File: config.mk
export PLATFORM = sky130hd
export DESIGN_NAME = if_fetch_flat
export DESIGN_NICKNAME = d
export VERILOG_FILES = /design/src/rtl/if_fetch_if.sv /design/src/rtl/if_fetch.sv /design/src/flat_wrapper.sv
export SDC_FILE = /design/constraint.sdc
export NUM_CORES = 1
export LEC_CHECK = 0
export ABC_AREA = 1
export BUFFER_PORTS_ARGS = -buffer_cell sky130_fd_sc_hd__buf_4
export CORE_ASPECT_RATIO = 1.2
export CORE_MARGIN = 1.5
export CORE_UTILIZATION = 49
export CTS_CLUSTER_SIZE = 28
export DETAILED_ROUTE_END_ITERATION = 10
export PLACE_DENSITY = 0.81
export SYNTH_ARGS = -nofsm -noshare
export SYNTH_HDL_FRONTEND = slang
export SYNTH_SLANG_ARGS = --single-unit
File: constraint.sdc
create_clock -name clk -period 4.79 [get_ports clk]
set_input_delay 0.958 -clock clk [delete_from_list [all_inputs] [get_ports clk]]
set_output_delay 0.958 -clock clk [all_outputs]
set_load 0.02 [all_outputs]
File: src/rtl/if_fetch_if.sv
// Bundle between the fetch stage, the PC register, the instruction bus and decode.
// master = fetch stage, slave = everything around it.
interface if_fetch_if;
    logic [31:0] npc;
    logic        flush;
    logic        fetch_stall;
    logic        inst_req;
    logic [31:0] inst_addr;
    logic        inst_addr_ok;
    logic        inst_data_ok;
    logic [31:0] inst_rdata;
    logic        id_ready;
    logic        if_valid;
    logic [31:0] if_pc;
    logic [31:0] if_inst;
    logic        if_adel;

    modport master (
        input  npc, flush, inst_addr_ok, inst_data_ok, inst_rdata, id_ready,
        output fetch_stall, inst_req, inst_addr, if_valid, if_pc, if_inst, if_adel
    );

    modport slave (
        output npc, flush, inst_addr_ok, inst_data_ok, inst_rdata, id_ready,
        input  fetch_stall, inst_req, inst_addr, if_valid, if_pc, if_inst, if_adel
    );
endinterface

File: src/rtl/if_fetch.sv
// Instruction fetch: one outstanding bus read, {pc,inst,adel} output FIFO, PC back-pressure.
// state     | meaning
// IDLE      | may issue a request (or push an address-error entry) if credit allows
// WAIT_DATA | request accepted, waiting for data_ok of tag_q
// DISCARD   | request was flushed, drop its data_ok when it arrives
module if_fetch #(
    parameter int BUF_DEPTH = 2
) (
    input  logic       clk,
    input  logic       resetn,
    if_fetch_if.master bus
);
    localparam int PW = (BUF_DEPTH > 1) ? $clog2(BUF_DEPTH) : 1;
    localparam int CW = PW + 1;
    localparam logic [CW-1:0] DEPTH_C = CW'(BUF_DEPTH);

    typedef enum logic [1:0] {IDLE, WAIT_DATA, DISCARD} state_t;

    state_t        state_q, state_d;
    logic [31:0]   tag_q, tag_d;
    logic [31:0]   pc_mem_q   [BUF_DEPTH];
    logic [31:0]   pc_mem_d   [BUF_DEPTH];
    logic [31:0]   inst_mem_q [BUF_DEPTH];
    logic [31:0]   inst_mem_d [BUF_DEPTH];
    logic          adel_mem_q [BUF_DEPTH];
    logic          adel_mem_d [BUF_DEPTH];
    logic [PW-1:0] rd_ptr_q, rd_ptr_d, wr_ptr_q, wr_ptr_d;
    logic [CW-1:0] count_q, count_d;

    logic          busy, has_space, can_issue, inst_req, adel_push;
    logic          push, pop, if_valid;
    logic [31:0]   push_pc, push_inst;
    logic          push_adel;

    always_ff @(posedge clk) begin
        if (!resetn) begin
            state_q  <= IDLE;
            tag_q    <= '0;
            rd_ptr_q <= '0;
            wr_ptr_q <= '0;
            count_q  <= '0;
        end else begin
            state_q  <= state_d;
            tag_q    <= tag_d;
            rd_ptr_q <= rd_ptr_d;
            wr_ptr_q <= wr_ptr_d;
            count_q  <= count_d;
        end
    end

    // Storage needs no reset: outputs are masked by if_valid.
    always_ff @(posedge clk) begin
        pc_mem_q   <= pc_mem_d;
        inst_mem_q <= inst_mem_d;
        adel_mem_q <= adel_mem_d;
    end

    always_comb begin
        state_d = state_q;
        tag_d   = tag_q;
        case (state_q)
            IDLE: begin
                if (inst_req && bus.inst_addr_ok) begin
                    state_d = WAIT_DATA;
                    tag_d   = bus.npc;
                end
            end
            WAIT_DATA: begin
                if (bus.inst_data_ok)  state_d = IDLE;
                else if (bus.flush)    state_d = DISCARD;
            end
            DISCARD: begin
                if (bus.inst_data_ok)  state_d = IDLE;
            end
            default: state_d = IDLE;
        endcase
    end

    always_comb begin
        busy      = (state_q != IDLE);
        has_space = (count_q + {{(CW-1){1'b0}}, busy}) < DEPTH_C;
        can_issue = resetn && !bus.flush && has_space && (state_q == IDLE);
        inst_req  = can_issue && (bus.npc[1:0] == 2'b00);
        adel_push = can_issue && (bus.npc[1:0] != 2'b00);
        if_valid  = resetn && (count_q != '0);
        pop       = if_valid && bus.id_ready;
        push      = 1'b0;
        push_pc   = bus.npc;
        push_inst = '0;
        push_adel = 1'b1;
        if (adel_push) begin
            push = 1'b1;
        end else if (state_q == WAIT_DATA && bus.inst_data_ok && !bus.flush) begin
            push      = 1'b1;
            push_pc   = tag_q;
            push_inst = bus.inst_rdata;
            push_adel = 1'b0;
        end
    end

    always_comb begin
        pc_mem_d   = pc_mem_q;
        inst_mem_d = inst_mem_q;
        adel_mem_d = adel_mem_q;
        rd_ptr_d   = rd_ptr_q;
        wr_ptr_d   = wr_ptr_q;
        count_d    = count_q;
        if (bus.flush) begin
            rd_ptr_d = '0;
            wr_ptr_d = '0;
            count_d  = '0;
        end else begin
            if (push) begin
                pc_mem_d[wr_ptr_q]   = push_pc;
                inst_mem_d[wr_ptr_q] = push_inst;
                adel_mem_d[wr_ptr_q] = push_adel;
                wr_ptr_d             = wr_ptr_q + 1'b1;
            end
            if (pop) rd_ptr_d = rd_ptr_q + 1'b1;
            if (push && !pop)      count_d = count_q + 1'b1;
            else if (!push && pop) count_d = count_q - 1'b1;
        end
    end

    assign bus.inst_req    = inst_req;
    assign bus.inst_addr   = bus.npc;
    assign bus.fetch_stall = !((inst_req && bus.inst_addr_ok) || adel_push);
    assign bus.if_valid    = if_valid;
    assign bus.if_pc       = if_valid ? pc_mem_q[rd_ptr_q]   : '0;
    assign bus.if_inst     = if_valid ? inst_mem_q[rd_ptr_q] : '0;
    assign bus.if_adel     = if_valid ? adel_mem_q[rd_ptr_q] : 1'b0;
endmodule

File: src/flat_wrapper.sv
// flat-port wrapper written by rule: the top's interface ports become plain ports
module if_fetch_flat 
#(
    parameter int BUF_DEPTH = 2
)
  (clk, resetn, bus_npc, bus_flush, bus_inst_addr_ok, bus_inst_data_ok, bus_inst_rdata, bus_id_ready, bus_fetch_stall, bus_inst_req, bus_inst_addr, bus_if_valid, bus_if_pc, bus_if_inst, bus_if_adel);
  if_fetch_if bus_i ();
  input  logic clk;
  input  logic resetn;
  input wire logic [$bits(bus_i.npc)-1:0] bus_npc;
  input wire logic [$bits(bus_i.flush)-1:0] bus_flush;
  input wire logic [$bits(bus_i.inst_addr_ok)-1:0] bus_inst_addr_ok;
  input wire logic [$bits(bus_i.inst_data_ok)-1:0] bus_inst_data_ok;
  input wire logic [$bits(bus_i.inst_rdata)-1:0] bus_inst_rdata;
  input wire logic [$bits(bus_i.id_ready)-1:0] bus_id_ready;
  output wire logic [$bits(bus_i.fetch_stall)-1:0] bus_fetch_stall;
  output wire logic [$bits(bus_i.inst_req)-1:0] bus_inst_req;
  output wire logic [$bits(bus_i.inst_addr)-1:0] bus_inst_addr;
  output wire logic [$bits(bus_i.if_valid)-1:0] bus_if_valid;
  output wire logic [$bits(bus_i.if_pc)-1:0] bus_if_pc;
  output wire logic [$bits(bus_i.if_inst)-1:0] bus_if_inst;
  output wire logic [$bits(bus_i.if_adel)-1:0] bus_if_adel;
  assign bus_i.npc = bus_npc;
  assign bus_i.flush = bus_flush;
  assign bus_i.inst_addr_ok = bus_inst_addr_ok;
  assign bus_i.inst_data_ok = bus_inst_data_ok;
  assign bus_i.inst_rdata = bus_inst_rdata;
  assign bus_i.id_ready = bus_id_ready;
  assign bus_fetch_stall = bus_i.fetch_stall;
  assign bus_inst_req = bus_i.inst_req;
  assign bus_inst_addr = bus_i.inst_addr;
  assign bus_if_valid = bus_i.if_valid;
  assign bus_if_pc = bus_i.if_pc;
  assign bus_if_inst = bus_i.if_inst;
  assign bus_if_adel = bus_i.if_adel;
  if_fetch #(.BUF_DEPTH(BUF_DEPTH)) u_core (.clk(clk), .resetn(resetn), .bus(bus_i));
endmodule
Word-level counts from Yosys, hierarchy flattened

Cells that the tools add are included.

Div/mod/pow operators: 0
Multiplexer cells: 34
Equality and inequality tests: 5
Shifts and indexed selects: 0
$add $sub $neg: 5
$lt $le $gt $ge: 4
Bitwise operators: 4
Reduce and logical (&&, ||, !) cells: 28
Multipliers: 0

Operators with widths:

| cell                | number |
|---|---|
| $mux 32             | 13 |
| $bwmux 64           | 2 |
| $demux 32 s1        | 1 |
| $logic_and 1x1->1   | 13 |
| $mux 2              | 6 |
| $mux 1              | 9 |
| $reduce_bool 2->1   | 4 |
| $pmux 2 s3          | 1 |
| $ge 2x2->1 const B  | 2 |
| $logic_not 1->1     | 4 |
| $logic_not 2->1     | 2 |
| $ne 2x2->1 const B  | 2 |
| $not 1->2           | 2 |
| $reduce_and 2->1    | 2 |
| $ne 3x3->1 const B  | 1 |
| $reduce_and 3->1    | 1 |
| $add 1x1->1 const B | 2 |
| $add 2x1->2         | 1 |
| $add 2x1->2 const B | 1 |
| $bwmux 2            | 1 |
| $eq 2x1->1 const B  | 1 |
| $eq 2x2->1 const B  | 1 |
| $lt 2x1->1 const B  | 1 |
| $lt 2x2->1 const B  | 1 |
| other kinds (5)     | 6 |

Word-level logic and storage cells: 91
Bits in latches: 0
Bits of input ports: 70
Output and inout bits: 100
Register bits after elaboration: 168
ROM bits: 0
Memory bits (writable): 0
Memories: 0

Longest topological paths before layout

Word-level depth: 11
Mapped depth: 11
Depth with buffers taken out: 10

Worst setup path after synthesis

OpenSTA, ideal clock, no wires.

Path kind: input-to-reg
From: input port resetn
To: register u_core.adel_mem_q[1] (netlist name) (enable)
Setup time: 0.490 ns
Data required time: 4.300 ns
Setup slack: -0.025 ns
Stages on the path: 7
Data arrival time: 4.326 ns
Path buffers: 1
Path through: buf_2 -> inv_2 -> nor2_1 -> nand4_1 -> nand2_1 -> inv_1 -> nor2_1

Word-level cells in the longest chain between the ends: 6

Ends and longest elaborated chain:

| item                              | RTL line          | source |
|---|---|---|
| from (decl)                       | flat_wrapper.sv:9 | `input logic resetn;` |
| $logic_and 1x1->1 (3 in series)   | if_fetch.sv:82    | `can_issue = resetn && !bus.flush && has_space && (state_q == IDLE);` |
| $logic_and 1x1->1                 | if_fetch.sv:84    | `adel_push = can_issue && (bus.npc[1:0] != 2'b00);` |
| $mux 1                            | if_fetch.sv:91    | `if (adel_push) begin` |
| net u_core.push                   | if_fetch.sv:31    | `logic push, pop, if_valid;` |
| $reduce_and 2->1 (no source line) | -                 |  |
| to (signal assigned)              | if_fetch.sv:55    | `adel_mem_q <= adel_mem_d;` |
| to (decl)                         | if_fetch.sv:25    | `logic adel_mem_q [BUF_DEPTH];` |

The timed path passes the listed nets, and every way through them passes these cells.
A chain may end at the register's enable or synchronous reset.

Final worst setup path

From: input port resetn
To: output port bus_if_inst[27]

Word-level cells in the longest chain between the ends: 2

Ends and longest elaborated chain:

| item              | RTL line           | source |
|---|---|---|
| $logic_and 1x1->1 | if_fetch.sv:85     | `if_valid = resetn && (count_q != '0);` |
| $mux 32           | if_fetch.sv:130    | `assign bus.if_inst = if_valid ? inst_mem_q[rd_ptr_q] : '0;` |
| to (decl)         | flat_wrapper.sv:21 | `output wire logic [$bits(bus_i.if_inst)-1:0] bus_if_inst;` |

Every way passes these cells.

==> reports/metrics.csv <==
stage,metric,value,unit
cells_and_area,layout.cells.non_filler,1235,
place,gp_congestion,0.750,
global_routing,grt_pass1_wl,24200,um
synthesis,ys_top_cells_by_area,"edfxtp_1 (51%), nand2_1 (17%), dfxtp_1 (9.9%), inv_1 (5.6%), nor2_1 (4.9%)",
synthesis,synth_top_family_by_area,simple AND/OR/NAND/NOR gates,
synthesis,synth_seq_cells,168,
synthesis,synth_compound_area_frac,0.0285,
detailed_routing,first_pass_iters,5,
place,port_buffers,169,
global_routing,antenna_found_initial,0,
cells_and_area,antenna_cells,0,
setup_path,required,3.83,ns
timing,tightest_slew,0.996,ns
timing,final_max_slew_viol_count,0,
cts,cts_tree,yes,
cells_and_area,nFillCells,1309,
synthesis,yosysWarningCount,0,
min_path,min_from,u_core.tag_q[0]$_SDFFE_PN0P_,
timing,relSlewSlack,0.336,
setup_path,cp.depth,7,
setup_path,crit_path_end_kind,primary output,
cts,cts_resized,0,
synthesis,synth_top_area_share,0.508,
floorplanning,std_cell_rows,49,
detailed_routing,finalWirelength,15000,um
status,status,finished clean,
setup_path,cp.arrival,2.27,ns
floorplanning,dieHeight,140,um
pwr,p_leak,4.87,nW
global_routing,grt_pass1_vias,5262,
setup_path,worst-setup-path-type,in -> out,
synthesis,synth_xor_area_frac,0,
timing,period_needed,3.23,ns
timing,fin_ws,1.56,ns
timing,clock_skew,0.0123,ns
cts,clk_pin_slew,0.06,ns
setup_path,path_buf_inv,5,
detailed_routing,ant_nets,0,
pwr,power.total,3.23,mW
setup_path,cpLargestDelayFamily,buffers and inverters,
min_path,whs_path_depth,2,
setup_path,ff2ff_setup_slack,2.72,ns
setup_path,slowest_delay,0.35,ns
pwr,peakVddDrop,0.291,mV
global_routing,grt_max_degree,99,
floorplanning,ios,170,
place,place_inst,1203,
cts,cts_max_level,4,
cts,clock-sinks,168,
cts,clock_latency,0.42,ns
cts,numCtsBuffers,17,
setup_path,r2r_start,u_core.state_q[0]$_SDFFE_PN0P_,
timing,rsz0062_at_grt,no,
detailed_routing,drcViolationCount,0,
cells_and_area,final_common_cell,nand2_1,
detailed_routing,vias,5614,
setup_path,r2r-end,u_core.inst_mem_q[2]$_DFFE_PP_,
cells_and_area,syn2layout_area_growth,22.8,%
setup_path,critPathMaxFanout,38,
setup_path,rr_worst_depth,7,
synthesis,synth-simple-area-share,0.234,
min_path,min_path_type,reg -> reg,
synthesis,yosysSeqAreaShare,0.607,
place,dpl_worst_slack,1.53,ns
cts,holdBufCountCts,0,
cells_and_area,drive_gt1_frac,0.236,
timing,period_share,0.674,
synthesis,yosysTopAreaCell,edfxtp_1,
synthesis,ys_types,22,
detailed_routing,avgViaCountPerCell,4.55,
pwr,cellPowerDensity,342,nW/um^2
floorplanning,dieWidth,117,um
cells_and_area,nets,1089,
setup_path,cp-start-kind,input port,
setup_path,crit_chain,"buf_4, inv_2, a21oi_4, buf_4, nand2_1, inv_1, buf_4",
synthesis,syn_avg_cell_area,8.58,um^2
global_routing,grt.overflow.total,0,
floorplanning,initial_core_util,0.508,
timing,setup-tns-final,0,ns
setup_path,cp_slowest_cell,buf_4,
run,maxCapViolations,0,
synthesis,synth_nets,967,
synthesis,muxShareOfSynthArea,0,
detailed_routing,drt_iter0_markers,284,
synthesis,synth_fa_ha_area_frac,0.00163,
setup_path,cpMostUsedCell,buf_4,
cts,cts_buffer_depth,2,
cts,post_cts.repair.setup_buffers,0,
global_routing,grtUsageTotal,0.185,
timing,setup_viol,0,
floorplanning,die-area,16400,um^2
place,hpwl,9660,um
synthesis,syn_inst,896,
cells_and_area,final_util,0.623,
timing,max_freq,310,MHz
synthesis,mappedNetlistArea,7690,um^2
min_path,holdPathEnd,u_core.tag_q[0]$_SDFFE_PN0P_,
cells_and_area,final_cell_mix,"nand2_1 (358), buf_4 (174), edfxtp_1 (130), inv_1 (113), nor2_1 (99)",
cts,root_buffer,clkbuf_16,
floorplanning,core,15100,um^2
timing,report.final.hold_viol_count,0,
detailed_routing,routedWlPerCell,12.2,um
==> Yosys cell counts, drive strengths merged <==
library cell / count
a21oi: 8
buf: 59
clkbuf: 14
dfxtp: 38
edfxtp: 130
ha: 1
inv: 142
nand2: 358
nand3: 7
nand4: 1
nor2: 102
nor3: 1
o21ai: 35
==> tightest hold or removal path, stage by stage (launching register included) <==
cell and delay, ns:
dfxtp_1 0.31, nand3_1 0.09, inv_2 0.03
==> cell type report <==
type                       count  area [um^2]  area share
clock buffer                  18          429      0.0455
clock inverter                14          153      0.0162
inverter                     142          533      0.0565
multi-input combinational    513         2050       0.218
sequential                   168         4670       0.494
tap                          204          255      0.0270
timing repair buffer         176         1350       0.143
==> kinds of logic (layout without fill, tap and decap cells) <==
kind of cell	Yosys count	in the layout
AO/OA/AOI/OAI	43	43
adder cells (fa/ha/maj)	1	1
buffers and inverters	215	350
flip-flops	168	168
AND/OR/NAND/NOR	469	469
==> worst max path at each step <==
stage	from	endpoint	slack (ns)
floorplan	resetn	u_core.adel_mem_q[1]$_DFFE_PP_	1.09
finish	resetn	bus_if_inst[27]	1.56
CTS	resetn	bus_if_inst[27]	1.56
global route	resetn	bus_if_inst[17]	1.41
detailed placement	resetn	u_core.inst_mem_q[12]$_DFFE_PP_	1.53
global placement	resetn	bus_if_inst[1]	1.58
==> power breakdown <==
| part | internal [mW] | switching (mW) | total (mW) |
|---|---|---|---|
| combinational | 0.112 | 0.162 | 0.274 |
| sequential | 1.60 | 0.00919 | 1.61 |
| clock | 0.741 | 0.601 | 1.34 |
| total | 2.46 | 0.772 | 3.23 |
==> state kept, by name, summed over array words and instances, names as in the netlist <==
register / count
u_core.tag_q: 32
u_core.wr_ptr_q: 1
u_core.count_q: 2
u_core.state_q: 2
u_core.pc_mem_q: 64
u_core.rd_ptr_q: 1
u_core.inst_mem_q: 64
u_core.adel_mem_q: 2
==> metrics by stage <==
step | hold slack, ns | instance area, um^2
6_report | 0.465 | 9440
5_1_grt | 0.485 | 9440
4_1_cts | 0.468 | 9440
3_5_place_dp | 0.458 | 8850
3_3_place_gp | 0.452 | 8850
2_1_floorplan | 0.445 | 7690
==> layer usage <==
| layer | up-vias | share of wire | track usage |
|---|---|---|---|
| met5 | - | 0 | 0 |
| met4 | 0 | 0.0091 | 0.0604 |
| met3 | 9 | 0.037 | 0.0362 |
| met2 | 118 | 0.54 | 0.350 |
| met1 | 2553 | 0.42 | 0.209 |
| li1 | 2934 | - | - |
No activity file was read; power rests on OpenSTA's default activity.
